<file path="config.mk">
export PLATFORM = sky130hd
export DESIGN_NAME = perif_regbank_axi
export DESIGN_NICKNAME = d
export VERILOG_FILES = /design/src/rtl/perif_regbank_pkg.sv /design/src/rtl/perif_regbank_wr_ch.sv /design/src/rtl/perif_regbank_axi.sv
export SDC_FILE = /design/constraint.sdc
export NUM_CORES = 1
export LEC_CHECK = 0
export CAP_MARGIN = 20
export CORE_ASPECT_RATIO = 1.25
export CORE_MARGIN = 2
export CORE_UTILIZATION = 41
export DETAILED_ROUTE_END_ITERATION = 6
export MAX_ROUTING_LAYER = met4
export PLACE_DENSITY = 0.81
export RECOVER_POWER = 100
export SLEW_MARGIN = 25
export SYNTH_ARGS = -nofsm -noshare
export SYNTH_HDL_FRONTEND = slang
export SYNTH_SLANG_ARGS = --single-unit
</file>
<file path="constraint.sdc">
create_clock -name s00_axi_aclk -period 2 [get_ports s00_axi_aclk]
set_input_delay 0.6 -clock s00_axi_aclk [delete_from_list [all_inputs] [get_ports s00_axi_aclk]]
set_output_delay 0.6 -clock s00_axi_aclk [all_outputs]
set_load 0.01 [all_outputs]
</file>
<file path="src/rtl/perif_regbank_pkg.sv">
// perif_regbank_pkg: shared definitions for the AXI4-Lite register bank.
//   - AXI response codes (OKAY / SLVERR)
//   - write-channel and read-channel state encodings
//   - helpers that derive the byte-offset width and register-index width
//     from the AXI address/data widths
package perif_regbank_pkg;

  localparam logic [1:0] RESP_OKAY   = 2'b00;
  localparam logic [1:0] RESP_SLVERR = 2'b10;

  typedef enum logic [1:0] {
    W_IDLE,
    W_COMMIT,
    W_RESP
  } wr_state_e;

  typedef enum logic {
    R_IDLE,
    R_RESP
  } rd_state_e;

  // Number of byte-offset bits below the register index.
  function automatic int unsigned byte_lsb(input int unsigned data_w);
    return $clog2(data_w / 8);
  endfunction

  // Width of the register index carved out of the byte address.
  function automatic int unsigned idx_width(input int unsigned addr_w,
                                            input int unsigned data_w);
    return addr_w - byte_lsb(data_w);
  endfunction

endpackage

</file>
<file path="src/rtl/perif_regbank_wr_ch.sv">
// perif_regbank_wr_ch: AXI4-Lite write channel of the register bank.
// Accepts AW and W independently (either order or together), commits the
// byte-strobed data into the addressed control register for one cycle in
// W_COMMIT, and returns OKAY for control registers or SLVERR for anything
// else (status, ID or unmapped) without changing state.
//
// Ports:
//   clk_i, srst_i              clock, synchronous active-high reset
//   awaddr_i/awvalid_i/awready_o   write address channel
//   wdata_i/wstrb_i/wvalid_i/wready_o  write data channel
//   bresp_o/bvalid_o/bready_i  write response channel
//   ctrl_o                     packed control registers, reg i at [i*DW +: DW]
//   wr_pulse_o                 one-cycle strobe per control register on an
//                              OKAY write (only with PERIF_REGBANK_WR_PULSE_EN)
//
// Optional feature macro: PERIF_REGBANK_WR_PULSE_EN
module perif_regbank_wr_ch
  import perif_regbank_pkg::*;
#(
  parameter int DW     = 32,
  parameter int AW     = 6,
  parameter int NUM_RW = 4,
  parameter logic [DW-1:0] RW_RESET_VALUE = '0
) (
  input  logic                 clk_i,
  input  logic                 srst_i,
  input  logic [AW-1:0]        awaddr_i,
  input  logic                 awvalid_i,
  output logic                 awready_o,
  input  logic [DW-1:0]        wdata_i,
  input  logic [DW/8-1:0]      wstrb_i,
  input  logic                 wvalid_i,
  output logic                 wready_o,
  output logic [1:0]           bresp_o,
  output logic                 bvalid_o,
  input  logic                 bready_i,
  output logic [NUM_RW*DW-1:0] ctrl_o
`ifdef PERIF_REGBANK_WR_PULSE_EN
  ,
  output logic [NUM_RW-1:0]    wr_pulse_o
`endif
);

  localparam int LSB  = byte_lsb(DW);
  localparam int IDXW = idx_width(AW, DW);
  localparam logic [IDXW-1:0] RO_BASE = IDXW'(NUM_RW);

  wr_state_e        state_q;
  logic             awready_q, wready_q;
  logic             aw_have_q, w_have_q;
  logic [IDXW-1:0]  awidx_q;
  logic [DW-1:0]    wdata_q;
  logic [DW/8-1:0]  wstrb_q;
  logic             bvalid_q;
  logic [1:0]       bresp_q;

  logic             aw_hs, w_hs, start_commit;
  logic [IDXW-1:0]  idx_in, idx_d;
  logic             unused_lo;

  assign aw_hs  = awvalid_i && awready_q;
  assign w_hs   = wvalid_i && wready_q;
  assign idx_in = awaddr_i[AW-1:LSB];
  // Index of the write that is about to commit: the address may arrive in
  // the very cycle the second half of the pair is accepted.
  assign idx_d  = aw_hs ? idx_in : awidx_q;
  assign start_commit = (state_q == W_IDLE) && (aw_have_q || aw_hs) && (w_have_q || w_hs);
  assign unused_lo = ^awaddr_i[LSB-1:0];

  always_ff @(posedge clk_i) begin
    if (srst_i) begin
      state_q   <= W_IDLE;
      awready_q <= 1'b1;
      wready_q  <= 1'b1;
      aw_have_q <= 1'b0;
      w_have_q  <= 1'b0;
      awidx_q   <= '0;
      wdata_q   <= '0;
      wstrb_q   <= '0;
      bvalid_q  <= 1'b0;
      bresp_q   <= RESP_OKAY;
    end else begin
      case (state_q)
        W_IDLE: begin
          if (aw_hs) begin
            awidx_q   <= idx_in;
            aw_have_q <= 1'b1;
            awready_q <= 1'b0;
          end
          if (w_hs) begin
            wdata_q  <= wdata_i;
            wstrb_q  <= wstrb_i;
            w_have_q <= 1'b1;
            wready_q <= 1'b0;
          end
          // bvalid is raised on entry so it is visible during the commit cycle.
          if (start_commit) begin
            bvalid_q <= 1'b1;
            bresp_q  <= (idx_d < RO_BASE) ? RESP_OKAY : RESP_SLVERR;
            state_q  <= W_COMMIT;
          end
        end
        W_COMMIT, W_RESP: begin
          if (bready_i) begin
            bvalid_q  <= 1'b0;
            awready_q <= 1'b1;
            wready_q  <= 1'b1;
            aw_have_q <= 1'b0;
            w_have_q  <= 1'b0;
            state_q   <= W_IDLE;
          end else begin
            state_q   <= W_RESP;
          end
        end
        default: state_q <= W_IDLE;
      endcase
    end
  end

  genvar gi;
  generate
    for (gi = 0; gi < NUM_RW; gi++) begin : g_rw
      logic [DW-1:0] reg_q;
      always_ff @(posedge clk_i) begin
        if (srst_i) begin
          reg_q <= RW_RESET_VALUE;
        end else if (state_q == W_COMMIT && awidx_q == IDXW'(gi)) begin
          for (int b = 0; b < DW / 8; b++) begin
            if (wstrb_q[b]) reg_q[b*8 +: 8] <= wdata_q[b*8 +: 8];
          end
        end
      end
      assign ctrl_o[gi*DW +: DW] = reg_q;
    end
  endgenerate

`ifdef PERIF_REGBANK_WR_PULSE_EN
  // Registered on entry to W_COMMIT so the pulse covers exactly that cycle;
  // fires even for an all-zero strobe as long as the target is writable.
  logic [NUM_RW-1:0] wr_pulse_q;
  always_ff @(posedge clk_i) begin
    if (srst_i) begin
      wr_pulse_q <= '0;
    end else begin
      wr_pulse_q <= '0;
      if (start_commit) begin
        for (int i = 0; i < NUM_RW; i++) begin
          if (idx_d == IDXW'(i)) wr_pulse_q[i] <= 1'b1;
        end
      end
    end
  end
  assign wr_pulse_o = wr_pulse_q;
`endif

  assign awready_o = awready_q;
  assign wready_o  = wready_q;
  assign bvalid_o  = bvalid_q;
  assign bresp_o   = bresp_q;

endmodule

</file>
<file path="src/rtl/perif_regbank_axi.sv">
// perif_regbank_axi: AXI4-Lite slave register bank.
// Register map (index = byte address >> log2(DATA_WIDTH/8)):
//   0 .. NUM_RW-1               read/write control registers (ctrl_out)
//   NUM_RW .. NUM_RW+NUM_RO-1   read-only status words (status_in)
//   NUM_RW+NUM_RO               ID register returning CONSTANT_VALUE
//   above                       unmapped: reads 0 / SLVERR, writes SLVERR
//
// Ports:
//   s00_axi_aclk, s00_axi_areset  clock, synchronous active-high reset
//   s00_axi_aw*/w*/b*             AXI4-Lite write channels (awprot ignored)
//   s00_axi_ar*/r*                AXI4-Lite read channels (arprot ignored)
//   ctrl_out                      control registers, reg i at [i*DW +: DW]
//   status_in                     status words, same packing
//   wr_pulse                      one-cycle write strobe per control register
//                                 (only with PERIF_REGBANK_WR_PULSE_EN)
//
// Optional feature macro: PERIF_REGBANK_WR_PULSE_EN
module perif_regbank_axi
  import perif_regbank_pkg::*;
#(
  parameter int C_S00_AXI_DATA_WIDTH = 32,
  parameter int C_S00_AXI_ADDR_WIDTH = 6,
  parameter int NUM_RW = 4,
  parameter int NUM_RO = 4,
  parameter logic [C_S00_AXI_DATA_WIDTH-1:0] CONSTANT_VALUE = 'h123456,
  parameter logic [C_S00_AXI_DATA_WIDTH-1:0] RW_RESET_VALUE = '0
) (
  input  logic                                   s00_axi_aclk,
  input  logic                                   s00_axi_areset,
  input  logic [C_S00_AXI_ADDR_WIDTH-1:0]        s00_axi_awaddr,
  input  logic [2:0]                             s00_axi_awprot,
  input  logic                                   s00_axi_awvalid,
  output logic                                   s00_axi_awready,
  input  logic [C_S00_AXI_DATA_WIDTH-1:0]        s00_axi_wdata,
  input  logic [C_S00_AXI_DATA_WIDTH/8-1:0]      s00_axi_wstrb,
  input  logic                                   s00_axi_wvalid,
  output logic                                   s00_axi_wready,
  output logic [1:0]                             s00_axi_bresp,
  output logic                                   s00_axi_bvalid,
  input  logic                                   s00_axi_bready,
  input  logic [C_S00_AXI_ADDR_WIDTH-1:0]        s00_axi_araddr,
  input  logic [2:0]                             s00_axi_arprot,
  input  logic                                   s00_axi_arvalid,
  output logic                                   s00_axi_arready,
  output logic [C_S00_AXI_DATA_WIDTH-1:0]        s00_axi_rdata,
  output logic [1:0]                             s00_axi_rresp,
  output logic                                   s00_axi_rvalid,
  input  logic                                   s00_axi_rready,
  output logic [NUM_RW*C_S00_AXI_DATA_WIDTH-1:0] ctrl_out,
  input  logic [NUM_RO*C_S00_AXI_DATA_WIDTH-1:0] status_in
`ifdef PERIF_REGBANK_WR_PULSE_EN
  ,
  output logic [NUM_RW-1:0]                      wr_pulse
`endif
);

  localparam int DW   = C_S00_AXI_DATA_WIDTH;
  localparam int AW   = C_S00_AXI_ADDR_WIDTH;
  localparam int LSB  = byte_lsb(DW);
  localparam int IDXW = idx_width(AW, DW);
  localparam logic [IDXW-1:0] ID_IDX = IDXW'(NUM_RW + NUM_RO);

  logic [NUM_RW*DW-1:0] ctrl_flat;

  perif_regbank_wr_ch #(
    .DW             (DW),
    .AW             (AW),
    .NUM_RW         (NUM_RW),
    .RW_RESET_VALUE (RW_RESET_VALUE)
  ) u_wr_ch (
    .clk_i      (s00_axi_aclk),
    .srst_i     (s00_axi_areset),
    .awaddr_i   (s00_axi_awaddr),
    .awvalid_i  (s00_axi_awvalid),
    .awready_o  (s00_axi_awready),
    .wdata_i    (s00_axi_wdata),
    .wstrb_i    (s00_axi_wstrb),
    .wvalid_i   (s00_axi_wvalid),
    .wready_o   (s00_axi_wready),
    .bresp_o    (s00_axi_bresp),
    .bvalid_o   (s00_axi_bvalid),
    .bready_i   (s00_axi_bready),
    .ctrl_o     (ctrl_flat)
`ifdef PERIF_REGBANK_WR_PULSE_EN
    ,
    .wr_pulse_o (wr_pulse)
`endif
  );

  assign ctrl_out = ctrl_flat;

  // ---------------- read path ----------------
  rd_state_e        rd_state_q;
  logic             arready_q, rvalid_q;
  logic [DW-1:0]    rdata_q;
  logic [1:0]       rresp_q;

  logic [IDXW-1:0]  ar_idx;
  logic [DW-1:0]    rd_word;
  logic [1:0]       rd_resp;
  logic             unused_in;

  assign ar_idx    = s00_axi_araddr[AW-1:LSB];
  assign unused_in = ^{s00_axi_awprot, s00_axi_arprot, s00_axi_araddr[LSB-1:0]};

  // Word selected by the presented read address. Sampled only on the AR
  // handshake, so control registers show their pre-commit value if a write
  // commits in that same cycle.
  always_comb begin
    rd_word = '0;
    rd_resp = RESP_SLVERR;
    for (int i = 0; i < NUM_RW; i++) begin
      if (ar_idx == IDXW'(i)) begin
        rd_word = ctrl_flat[i*DW +: DW];
        rd_resp = RESP_OKAY;
      end
    end
    for (int i = 0; i < NUM_RO; i++) begin
      if (ar_idx == IDXW'(NUM_RW + i)) begin
        rd_word = status_in[i*DW +: DW];
        rd_resp = RESP_OKAY;
      end
    end
    if (ar_idx == ID_IDX) begin
      rd_word = CONSTANT_VALUE;
      rd_resp = RESP_OKAY;
    end
  end

  always_ff @(posedge s00_axi_aclk) begin
    if (s00_axi_areset) begin
      rd_state_q <= R_IDLE;
      arready_q  <= 1'b1;
      rvalid_q   <= 1'b0;
      rdata_q    <= '0;
      rresp_q    <= RESP_OKAY;
    end else begin
      case (rd_state_q)
        R_IDLE: begin
          if (s00_axi_arvalid && arready_q) begin
            rdata_q    <= rd_word;
            rresp_q    <= rd_resp;
            arready_q  <= 1'b0;
            rvalid_q   <= 1'b1;
            rd_state_q <= R_RESP;
          end
        end
        R_RESP: begin
          if (s00_axi_rready) begin
            rvalid_q   <= 1'b0;
            arready_q  <= 1'b1;
            rd_state_q <= R_IDLE;
          end
        end
        default: rd_state_q <= R_IDLE;
      endcase
    end
  end

  assign s00_axi_arready = arready_q;
  assign s00_axi_rvalid  = rvalid_q;
  assign s00_axi_rdata   = rdata_q;
  assign s00_axi_rresp   = rresp_q;

endmodule

</file>
== After elaboration in Yosys (flattened, before gate mapping) ==
Index checks and enable logic that the tools add are counted.

* Register bits: 214
* Bits in latches: 0
* Memory bits (writable): 0
* Memory bits (read-only): 0
* Output and inout bits: 169
* Memories: 0

* $add $sub $neg: 0
* Multiply operators: 0
* Div/mod/pow operators: 0
* $lt $le $gt $ge: 1
* Equality and inequality tests: 19
* Shift-type cells: 0
* Muxes and demuxes: 44
* Bitwise gates (word level): 1
* Reductions and logical operators: 39

{| class="wikitable"
|+ Operator list
! operator !! number
|-
| 32-bit two-way mux || 9
|-
| 2-bit AND reduction || 20
|-
| 2-bit two-way mux || 12
|-
| 4-bit by 2-bit == test with 1-bit output, second input constant || 4
|-
| 4-bit by 3-bit == test with 1-bit output, second input constant || 4
|-
| 1-bit case mux with 2 select lines || 8
|-
| 1-bit two-way mux || 13
|-
| 1-bit logical AND || 9
|-
| 3-bit AND reduction || 3
|-
| 4-bit by 1-bit == test with 1-bit output, second input constant || 2
|-
| 4-bit zero test || 2
|-
| 2-bit by 1-bit inequality test with 1-bit output, second input constant || 3
|-
| 2-bit inequality test, second input constant || 3
|-
| 4-bit == test, second input constant || 1
|-
| 4-bit by 3-bit less-than comparator with 1-bit output, second input constant || 1
|-
| 4-bit two-way mux || 1
|-
| 2-bit case mux with 2 select lines || 1
|-
| 2-bit by 1-bit == test with 1-bit output, second input constant || 1
|-
| 2-bit == test, second input constant || 1
|-
| 2-bit zero test || 1
|-
| 1-bit logical OR || 2
|-
| 2-bit nonzero test || 1
|-
| 2-bit OR reduction || 1
|-
| 1-bit inverter || 1
|}

== Longest topological paths before layout ==
Gate-level depths: netlist (run 1).

* Depth in word-level cells: 10
* Depth in mapped cells: 8
* Depth with buffers taken out: 6

== Modules after synthesis ==
From an unflattened synthesis (run 1), not the netlist that was laid out.

* Cells, all modules: 1303
* Area, all modules: 10412.5 um^2

{| class="wikitable"
|+ By module, submodules not included
! module !! instances !! cells an instance !! area an instance (um^2)
|-
| perif_regbank_wr_ch || 1 || 806 || 6391.1
|-
| perif_regbank_axi || 1 || 497 || 4021.4
|}

== Worst setup path before layout (run 1) ==
OpenSTA, ideal clock, no wires.

* Path type: in2reg
* Start: input port s00_axi_araddr[2]
* End: register rdata_q[17] (netlist: s00_axi_rdata[17])
* Data arrival time: 1.770 ns
* Required time: 1.880 ns
* Path slack: 0.109 ns
* Stages on the path: 7
* Path buffers: 3
* Cell sequence: buf_2 buf_2 buf_2 mux2i_1 o22ai_1 a211oi_1 nor2_1

* Cells in the longest elaborated chain, start to end: 10
* Elaborated cells between the ends (all ways): 18

{| class="wikitable"
|+ RTL lines
! element !! RTL line !! RTL
|-
| from (decl) || perif_regbank_axi.sv:41 || <nowiki>input logic [C_S00_AXI_ADDR_WIDTH-1:0] s00_axi_araddr,</nowiki>
|-
| 4-bit zero test || perif_regbank_axi.sv:113 || <nowiki>if (ar_idx == IDXW'(i)) begin</nowiki>
|-
| 32-bit two-way mux (4 in series) || perif_regbank_axi.sv:113 ||
|-
| 32-bit two-way mux (4 in series) || perif_regbank_axi.sv:119 || <nowiki>if (ar_idx == IDXW'(NUM_RW + i)) begin</nowiki>
|-
| 32-bit two-way mux * || perif_regbank_axi.sv:124 || <nowiki>if (ar_idx == ID_IDX) begin</nowiki>
|-
| to (signal assigned) || perif_regbank_axi.sv:141 || <nowiki>rdata_q <= rd_word;</nowiki>
|-
| to (decl) || perif_regbank_axi.sv:95 || <nowiki>logic [DW-1:0] rdata_q;</nowiki>
|}

Every way passes the cells marked *; elsewhere a longest branch is shown, timed or not.
A chain may end at the register's enable or synchronous reset.

== Final worst setup path (run 1) ==
* Start: input port s00_axi_araddr[3]
* End: register rdata_q[1] (netlist: s00_axi_rdata[1])

Same word-level chain as after synthesis.

==> impl_results.md, run 1 <==
- Relative slew margins: 63.6%
- Post-CTS sizing: 157
- Multi-input gate area: 5420 um^2
- Nets@finish: 1697
- Mapped Avg Cell Area: 8.97 um^2
- Die W: 145 um
- DRC violations left: 0
- CTS Buf Count: 23
- Cts hold-fix bufs: 0
- FF+latch area: 4240 um^2
- Final core occ: 61.4%
- H-tree depth: 1
- Max stage delay cell, worst path: or4b_1
- Top FF cell, synth: dfxtp_1
- CTS tree: yes
- Worst skew pair latency: 0.51 ns
- Clock transition at the registers of the reported paths: 0.06 ns
- Worst hold path type: input port to flip-flop
- Worst IR Drop VDD: 824 uV
- #FFs+latches synth: 212
- Area added between synthesis and finish: 47.9%
- Initial drt markers: 621
- YS warnings: 0
- CP Data Arrival Time: 2.38 ns
- I/O Buffers: 345
- Most frequent cells in the layout: dfxtp_1 (212), clkdlybuf4s50_1 (173), mux2i_1 (170), nor2_1 (161), dlygate4sd2_1 (154)
- CTS Buffer Depth: 3
- Initial antenna violation count: 2
- Share of post-route cells with drive strength above 1: 11.2%
- Total die area: 26000 um^2
- Syn Std Cell Area: 10100 um^2
- Number of setup violations in the final report: 0
- Number of global-route vias before repair: 10100
- Grt ovf: 0
- Crit share post-route: 97.1%
- CP Cell Sequence: clkdlybuf4s50_1, buf_12, or4b_1, buf_6, o211ai_1, buf_4, a211oi_1, nor2_1
- DPL Wire Length: 30300 um
- Io pins: 358
- Drt pass-1 iters: 5
- Fillers: 2148
- Count of final hold-check violations: 0
- Final TNS setup: 0 ns
- Data required time of the worst path: 2.44 ns
- CTS root buffer: clkbuf_16
- Die outline height: 180 um
- Routed Antenna Nets: 0
- Synth async-reset ratio: 0%
- Worst-Margin Slew: 0.544 ns
- Largest net degree at the start of global routing: 70
- Clock sinks: 212
- DR WL/cell: 21.2 um
- Maximum clock frequency: 515 MHz
- Gate Count Post-Synth: 1131
- Vias per inst: 5.57
- First-pass GRT wire length: 58600 um
- Min Tclk post-route: 1.94 ns
- Crit path buf inv count: 4
- Power Density: 734 nW/um^2
- Row cnt: 64
- Commonest non-fill, non-tap cell in the layout: dfxtp_1
- Count of different cell masters after synthesis: 52
- Fin. max-slew vios: 0
- Unrepaired setup endpoints after global routing: yes
- Postcts setup bufs: 0
- Post-synth EDFFs: 0
- Max incr delay on CP: 0.54 ns
- Final wirelength: 39400 um
- Top fanout value on the critical path: 21
- CP Class: input port to flip-flop
- Core Region: 24400 um^2
- Startpoint types: input port
- Initial Utilization: 41.5%
- Placer Congestion: 0.928
- Max-cap violation count: 0
- Seq/Total Area, Yosys: 41.9%
- Status: complete, no violations
- Static Leak: 0.00721 uW
- Global-route usage over all layers: 29.8%
- Post-route clock skew: 0.0107 ns
- Nature of the critical path endpoint: flip-flop
- CP delay by family, top: buffers and inverters
- Vias: 10300
[cell type report]
| cell class | count | share of cell area, % |
|---|---|---|
| well taps | 330 | 2.75 |
| clock inverters | 11 | 0.501 |
| multi-input cells | 809 | 36.1 |
| flip-flops and latches | 212 | 28.3 |
| repair buffers | 439 | 27.3 |
| clock buffers | 31 | 4.44 |
| diodes | 2 | 0.0334 |
| inverters | 21 | 0.526 |
[cells in the mapped netlist, types with 2 or more instances]
master | n | area [um^2]
o2bb2ai_1 | 3 | 26.3
o21a_1 | 6 | 45.0
mux2i_1 | 170 | 1700
and3b_1 | 2 | 17.5
clkbuf_1 | 55 | 206
nor2_1 | 161 | 604
a31oi_1 | 2 | 12.5
or2_2 | 2 | 12.5
a221o_1 | 15 | 150
o211ai_1 | 26 | 195
nand2_1 | 81 | 304
o21ai_0 | 38 | 190
nor2b_1 | 20 | 125
nand3b_1 | 7 | 52.6
o21ai_1 | 8 | 40.0
mux2_2 | 30 | 338
nand2b_1 | 12 | 75.1
a211oi_1 | 9 | 67.6
a21oi_1 | 80 | 400
and3_1 | 2 | 12.5
o221ai_1 | 21 | 184
nor3b_4 | 2 | 37.5
or3b_1 | 2 | 17.5
a21o_1 | 7 | 52.6
inv_1 | 20 | 75.1
dfxtp_1 | 212 | 4240
buf_1 | 6 | 22.5
a22oi_1 | 33 | 248
nor2_2 | 2 | 12.5
a2bb2oi_1 | 7 | 61.3
o22ai_1 | 6 | 37.5
a221oi_1 | 12 | 105
o21bai_1 | 8 | 60.1
buf_2 | 20 | 100
buf_4 | 8 | 60.1
nand3_1 | 19 | 95.1
ha_1 | 2 | 25.0
[metal layers]
metal	track usage [%]	routed length, um	vias to the layer above
met4	11.9	1860	0
li1	-	-	4812
met2	48.7	18700	469
met3	5.78	3260	93
met5	-	0	-
met1	35.9	15600	4952
[sequential cells by signal, summed over array words and instances (netlist names)]
register	flops
s00_axi_rresp	1
u_wr_ch.bresp_o	1
s00_axi_rvalid	1
s00_axi_arready	1
u_wr_ch.state_q	2
u_wr_ch.aw_have_q	1
u_wr_ch.bvalid_o	1
s00_axi_rdata	32
u_wr_ch.wdata_q	32
rd_state_q	1
u_wr_ch.g_rw.reg_q	128
u_wr_ch.awready_o	1
u_wr_ch.wready_o	1
u_wr_ch.wstrb_q	4
u_wr_ch.w_have_q	1
u_wr_ch.awidx_q	4
[where the power goes]
part | internal [uW] | leakage [uW] | switching (uW) | total [uW]
clock network | 2350 | 0.000354 | 1790 | 4140
registers | 4470 | 0.00172 | 285 | 4750
logic | 1020 | 0.00514 | 1090 | 2120
[worst paths after layout]
kind | start | end | slack [ns] | depth (start not counted)
setup / recovery | s00_axi_araddr[3] | s00_axi_rdata[1] | 0.06 | 8
hold / removal | s00_axi_areset | s00_axi_rdata[2] | 0.37 | 2
setup reg to reg | u_wr_ch.state_q[1] | u_wr_ch.g_rw[0].reg_q[12] | 0.14 | 8
hold reg to reg | s00_axi_rvalid | s00_axi_rvalid | 0.50 | 2
[cells by family (layout without fill, tap and decap cells)]
logic type,count (synthesis),in the layout,synth area share [%]
simple gates,319,319,14.0
compound gates,285,285,18.9
flops,212,212,41.9
mux,201,201,20.2
buf+inv,111,502,4.73
fa+ha+maj,2,2,0.247
other cells,1,4,0.0370
[per-stage QoR]
step | cell area, um^2 | instances | total power [uW] | hold slack [ns] | worst slack, ns
floorplan | 10100 | 1132 | 5910 | 0.460 | 0.109
global placement | 14500 | 1811 | 6960 | 0.471 | -0.430
detailed placement | 14500 | 1811 | 7020 | 0.497 | -0.444
CTS | 15100 | 1853 | 11100 | 0.362 | 0.000238
global route | 15000 | 1855 | 11400 | 0.378 | -0.0345
finish | 15000 | 1855 | 11000 | 0.374 | 0.0574
No activity file was read; power rests on OpenSTA's default activity.
==> run 2: changes to the inputs <==
--- a/config.mk
+++ b/config.mk
@@ -5,13 +5,16 @@
 export SDC_FILE = /design/constraint.sdc
 export NUM_CORES = 1
 export LEC_CHECK = 0
-export CAP_MARGIN = 20
+export ABC_AREA = 0
+export CAP_MARGIN = 5
+export CELL_PAD_IN_SITES_DETAIL_PLACEMENT = 0
+export CELL_PAD_IN_SITES_GLOBAL_PLACEMENT = 2
 export CORE_ASPECT_RATIO = 1.25
 export CORE_MARGIN = 2
-export CORE_UTILIZATION = 41
+export CORE_UTILIZATION = 24
 export DETAILED_ROUTE_END_ITERATION = 6
 export MAX_ROUTING_LAYER = met4
-export PLACE_DENSITY = 0.81
+export PLACE_DENSITY = 0.82
 export RECOVER_POWER = 100
 export SLEW_MARGIN = 25
 export SYNTH_ARGS = -nofsm -noshare
==> run 2 against run 1 <==
  * Non-clock buffer count rose by 15
  * Clock power rose by 14%
  * Die area increased by 69%
  * Core utilization fell by 25 points
  * Fmax rose by 0.68%
  * Power increased by 5.3%
  * First-iteration DRC count shrank 4.7%
  * Final cell count is 13% higher
  * Sequential cell count unchanged
  * Worst hold slack got worse by 0.033 ns
  * Sequential share of layout area decreased by 0.79 points
  * Sequential power about the same
==> impl_results.md, run 2 (synthesis results as in run 1) <==
- Status: complete, no violations
- Commonest non-fill, non-tap cell in the layout: dfxtp_1
- Final setup margin: 0.0706 ns
- Placer Congestion: 0.885
- Initial Utilization: 24.2%
- Static Leak: 0.00737 uW
- DR WL/cell: 20.8 um
- Worst IR Drop VDD: 478 uV
- Max stage delay cell, worst path: or4b_1
- Die W: 188 um
- CTS Buffer Depth: 3
- Cts hold-fix bufs: 0
- Core Region: 41900 um^2
- Grt ovf: 0
- Data required time of the worst path: 2.47 ns
- Largest Register: u_wr_ch.g_rw.reg_q
- Startpoint types: input port
- Total die area: 43900 um^2
- Worst skew pair latency: 0.55 ns
- H-tree depth: 1
- Nets@finish: 1714
- CP delay by family, top: buffers and inverters
- CP Class: input port to flip-flop
- Fin. max-slew vios: 0
- Worst-Margin Slew: 0.576 ns
- Worst hold start: s00_axi_areset
- CTS Buf Count: 25
- Nature of the critical path endpoint: flip-flop
- Total Power: 11600 uW
- Clock sinks: 212
- Share of post-route cells with drive strength above 1: 11.9%
- I/O Buffers: 345
- Global-route usage over all layers: 19.7%
- Reg-to-Reg Start: u_wr_ch.awidx_q[1]
- Number of global-route vias before repair: 9913
- First-pass GRT wire length: 63900 um
- Initial antenna violation count: 3
- Initial drt markers: 592
- Io pins: 358
- Max-cap violation count: 0
- DPL Wire Length: 34000 um
- CP Data Arrival Time: 2.39 ns
- Maximum clock frequency: 518 MHz
- Power Density: 752 nW/um^2
- CP Launch Point: s00_axi_araddr[3]
- Min Tclk post-route: 1.93 ns
- Largest net degree at the start of global routing: 100
- Crit share post-route: 96.5%
- Area added between synthesis and finish: 52.1%
- Vias per inst: 4.77
- Vias: 10000
- Top fanout value on the critical path: 21
- Number of flip-flops in the largest register: 128
- CP Cell Sequence: clkdlybuf4s50_1, buf_12, or4b_1, buf_6, o211ai_1, buf_4, a211oi_1, nor2_1
- Worst hold path type: input port to flip-flop
- Fillers: 4311
- CTS tree: yes
- Unrepaired setup endpoints after global routing: no
- Place WS: -0.465 ns
- Routed Antenna Nets: 0
- Max incr delay on CP: 0.53 ns
- Clock transition at the registers of the reported paths: 0.06 ns
- Most frequent cells in the layout: dfxtp_1 (212), clkdlybuf4s50_1 (173), mux2i_1 (170), dlygate4sd2_1 (167), nor2_1 (160)
- CTS root buffer: clkbuf_16
- DRC violations left: 0
- Number of setup violations in the final report: 0
- Final wirelength: 43700 um
- Drt pass-1 iters: 5
- Crit path buf inv count: 4
- Row cnt: 84
- Die outline height: 234 um
- Count of final hold-check violations: 0
- Relative slew margins: 61.5%
- Post-route clock skew: 0.0277 ns
-- run 2: changes by cell type in the layout (fill, tap and decap cells not counted), sizes merged --
cell | previous run | this run
dlygate4sd2 | 154 | 167
clkdlybuf4s25 | 12 | 0
clkbuf | 52 | 63
buf | 77 | 86
clkinv | 5 | 2
clkinvlp | 5 | 2
bufinv | 0 | 2
diode | 2 | 3
inv | 22 | 23
-- run 2: cell type report --
type | count | area, um^2 | share of cell area, %
Clock buffer | 37 | 731 | 4.74
Timing Repair Buffer | 454 | 4150 | 26.9
Sequential cell | 212 | 4240 | 27.5
Antenna cell | 3 | 7.51 | 0.0487
Clock inverter | 8 | 106 | 0.689
Inverter | 21 | 78.8 | 0.511
Multi-Input combinational cell | 809 | 5410 | 35.1
Tap cell | 559 | 699 | 4.53
-- run 2: stage by stage --
step	TNS (ns)	area, um^2	hold slack, ns	util, %	cells
2_1_floorplan	0	10100	0.460	-	1132
3_3_place_gp	-12.63	14900	0.473	35.6	2055
3_5_place_dp	-13.34	14900	0.475	35.6	2055
4_1_cts	0	15600	0.319	37.1	2100
5_1_grt	0	15400	0.335	36.8	2103
6_report	0	15400	0.340	36.8	2103
-- run 2: path summary, 6_finish.rpt --
kind                                                 end  slack, ns  cells after the start
worst max register to register  u_wr_ch.g_rw[3].reg_q[3]       0.20                      5
worst min register to register        u_wr_ch.state_q[0]       0.48                      2
worst max-delay path                   s00_axi_rdata[17]       0.07                      8
worst min-delay path                   s00_axi_rdata[12]       0.34                      2
-- run 2: power breakdown --
part	internal (uW)	switching, uW
sequential	4470	276
combinational	1040	1110
clock	2790	1910
-- run 2: what timing repair did --
action,CTS,global route
endpoints found under the setup margin,167,2
buffers inserted,0,0
resized for setup,172,2
pin swaps,0,0
gates cloned,0,0
-- run 2: routing by layer --
| metal | vias up | global-route usage (%) | part of all wire [%] |
|---|---|---|---|
| li1 | 4850 | - | - |
| met1 | 4766 | 24.2 | 43 |
| met2 | 341 | 31.9 | 47 |
| met3 | 66 | 4.15 | 6.7 |
| met4 | 0 | 7.19 | 3.3 |
| met5 | - | - | 0 |
==> run 3: changes to the inputs <==
--- a/config.mk
+++ b/config.mk
@@ -15,7 +15,7 @@
 export DETAILED_ROUTE_END_ITERATION = 6
 export MAX_ROUTING_LAYER = met4
 export PLACE_DENSITY = 0.82
-export RECOVER_POWER = 100
+export RECOVER_POWER = 50
 export SLEW_MARGIN = 25
 export SYNTH_ARGS = -nofsm -noshare
 export SYNTH_HDL_FRONTEND = slang
==> run 3 against run 2 <==
  * Critical endpoint unchanged
  * Register-to-register slack barely moved
  * Critical path type unchanged
  * Count of clock-buffer cells in the layout did not move
  * Largest cell class unchanged
  * Wire length fell by 0.11%
==> impl_results.md, run 3 (synthesis results as in run 1) <==
- Row cnt: 84
- Power Internal: 8310 uW
- Reg-to-Reg Start: u_wr_ch.state_q[1]
- Vias: 10000
- Placed cell areas: 14900 um^2
- Clock sinks: 212
- Crit share post-route: 95.3%
- Placer Congestion: 0.885
- Share of post-route cells with drive strength above 1: 12.2%
- Largest net degree at the start of global routing: 100
- Clock transition at the registers of the reported paths: 0.06 ns
- I/O Buffers: 345
- Worst skew pair latency: 0.55 ns
- Status: complete, no violations
- Gate power share: 18.6%
- Worst IR Drop VDD: 478 uV
- Unrepaired setup endpoints after global routing: no
- Initial Utilization: 24.2%
- Largest Register: u_wr_ch.g_rw.reg_q
- Number of setup violations in the final report: 0
- Flop pwr share: 40.9%
- Data required time of the worst path: 2.47 ns
- CP Class: input port to flip-flop
- Commonest non-fill, non-tap cell in the layout: dfxtp_1
- Nature of the critical path endpoint: flip-flop
- Worst hold start: s00_axi_areset
- CTS Buffer Depth: 3
- Routed Antenna Nets: 0
- Initial antenna violation count: 3
- CTS Buf Count: 25
- Worst Hold Endpoint: s00_axi_rdata[12]
- Total Power: 11600 uW
- Maximum clock frequency: 524 MHz
- CTS root buffer: clkbuf_16
- Worst hold path type: input port to flip-flop
- Power Density: 749 nW/um^2
- Final Cell Area: 15500 um^2
- Count of final hold-check violations: 0
- Fillers: 4305
- Most frequent cells in the layout: dfxtp_1 (207), clkdlybuf4s50_1 (173), mux2i_1 (170), dlygate4sd2_1 (167), nor2_1 (160)
- P_sw: 3300 uW
- Min Tclk post-route: 1.91 ns
- Sw Share: 28.4%
- Final core occ: 36.9%
- H-tree depth: 1
- R2R depth: 7
- Nets@finish: 1714
- DRC violations left: 0
- Worst-Margin Slew: 0.587 ns
- DPL Wire Length: 34000 um
- Area added between synthesis and finish: 52.7%
- Startpoint types: input port
- Vias per inst: 4.76
- Static Leak: 0.00740 uW
- Die outline height: 234 um
- Grt ovf: 0
- Number of flip-flops in the largest register: 128
- Drt pass-1 iters: 5
- Clock power share: 40.5%
- RR Endpoint: u_wr_ch.g_rw[1].reg_q[19]
- CTS tree: yes
- Max-cap violation count: 0
- Number of global-route vias before repair: 9913
- WHS Path Cells: 2
- Total die area: 43900 um^2
- Fin. max-slew vios: 0
- Postcts setup bufs: 0
- Global-route usage over all layers: 19.7%
- Relative slew margins: 60.8%
- R2r setup slk: 0.21 ns
- Io pins: 358
- Core Region: 41900 um^2
- Final wirelength: 43700 um
- Top fanout value on the critical path: 21
- DR WL/cell: 20.8 um
- Initial drt markers: 622
- First-pass GRT wire length: 63900 um
- Post-route clock skew: 0.0278 ns
- Die W: 188 um
- CP Data Arrival Time: 2.38 ns
## run 3: layer usage
metal	share of wire, %	global-route usage (%)	vias up	routed length (um)
met2	47	31.9	354	20500
li1	-	-	4848	-
met5	0	-	-	0
met4	3.2	7.19	0	1420
met3	7.0	4.15	64	3080
met1	43	24.2	4751	18600
## run 3: timing repair
action | 4_1_cts | 5_1_grt
hold buffers | 0 | 0
gates resized for setup | 172 | 2
hold endpoints to repair | 0 | 0
setup endpoints to repair | 167 | 2
gates cloned | 0 | 0
## run 3: critical path: stages
cell and delay (ns):
clkdlybuf4s50_1 0.44, buf_12 0.17, or4b_1 0.53, buf_6 0.19, o211ai_1 0.14, buf_4 0.15
a211oi_1 0.04, nor2_1 0.11
## run 3: worst max-delay path by stage
stage,startpoint,endpoint,slack (ns)
finish,s00_axi_araddr[3],s00_axi_rdata[17],0.09
global route,s00_axi_araddr[3],s00_axi_rdata[17],0.002
CTS,u_wr_ch.g_rw[0].reg_q[0],ctrl_out[0],0.05
detailed placement,s00_axi_araddr[3],s00_axi_rdata[17],-0.47
global placement,s00_axi_araddr[3],s00_axi_rdata[4],-0.45
floorplan,s00_axi_araddr[2],s00_axi_rdata[17],0.11
## run 3: cell type report
type	instances	area [um^2]	area share (%)
sequential	212	4250	27.4
antenna	3	7.51	0.0485
clock buffer	37	731	4.72
clock inverter	8	106	0.687
timing repair buffer	454	4200	27.1
inverter	21	78.8	0.509
multi-input combinational	809	5420	35.0
tap	559	699	4.52
## run 3: per-stage QoR
stage / std cells / hold WS, ns / TNS, ns / worst slack [ns]
after CTS: 2100 / 0.319 / 0 / 0.0474
after global placement: 2055 / 0.473 / -12.63 / -0.449
after floorplan: 1132 / 0.460 / 0 / 0.109
after detailed placement: 2055 / 0.475 / -13.34 / -0.465
final: 2103 / 0.339 / 0 / 0.0931
after global routing: 2103 / 0.335 / 0 / 0.00208
## run 3: power by group through the flow
stage,clock network (uW),registers (uW),logic (uW)
after floorplan,0,4770,1150
after global placement,0,4820,2250
after detailed placement,0,4840,2260
after CTS,4810,4740,2220
after global routing,5000,4790,2380
final,4700,4750,2160
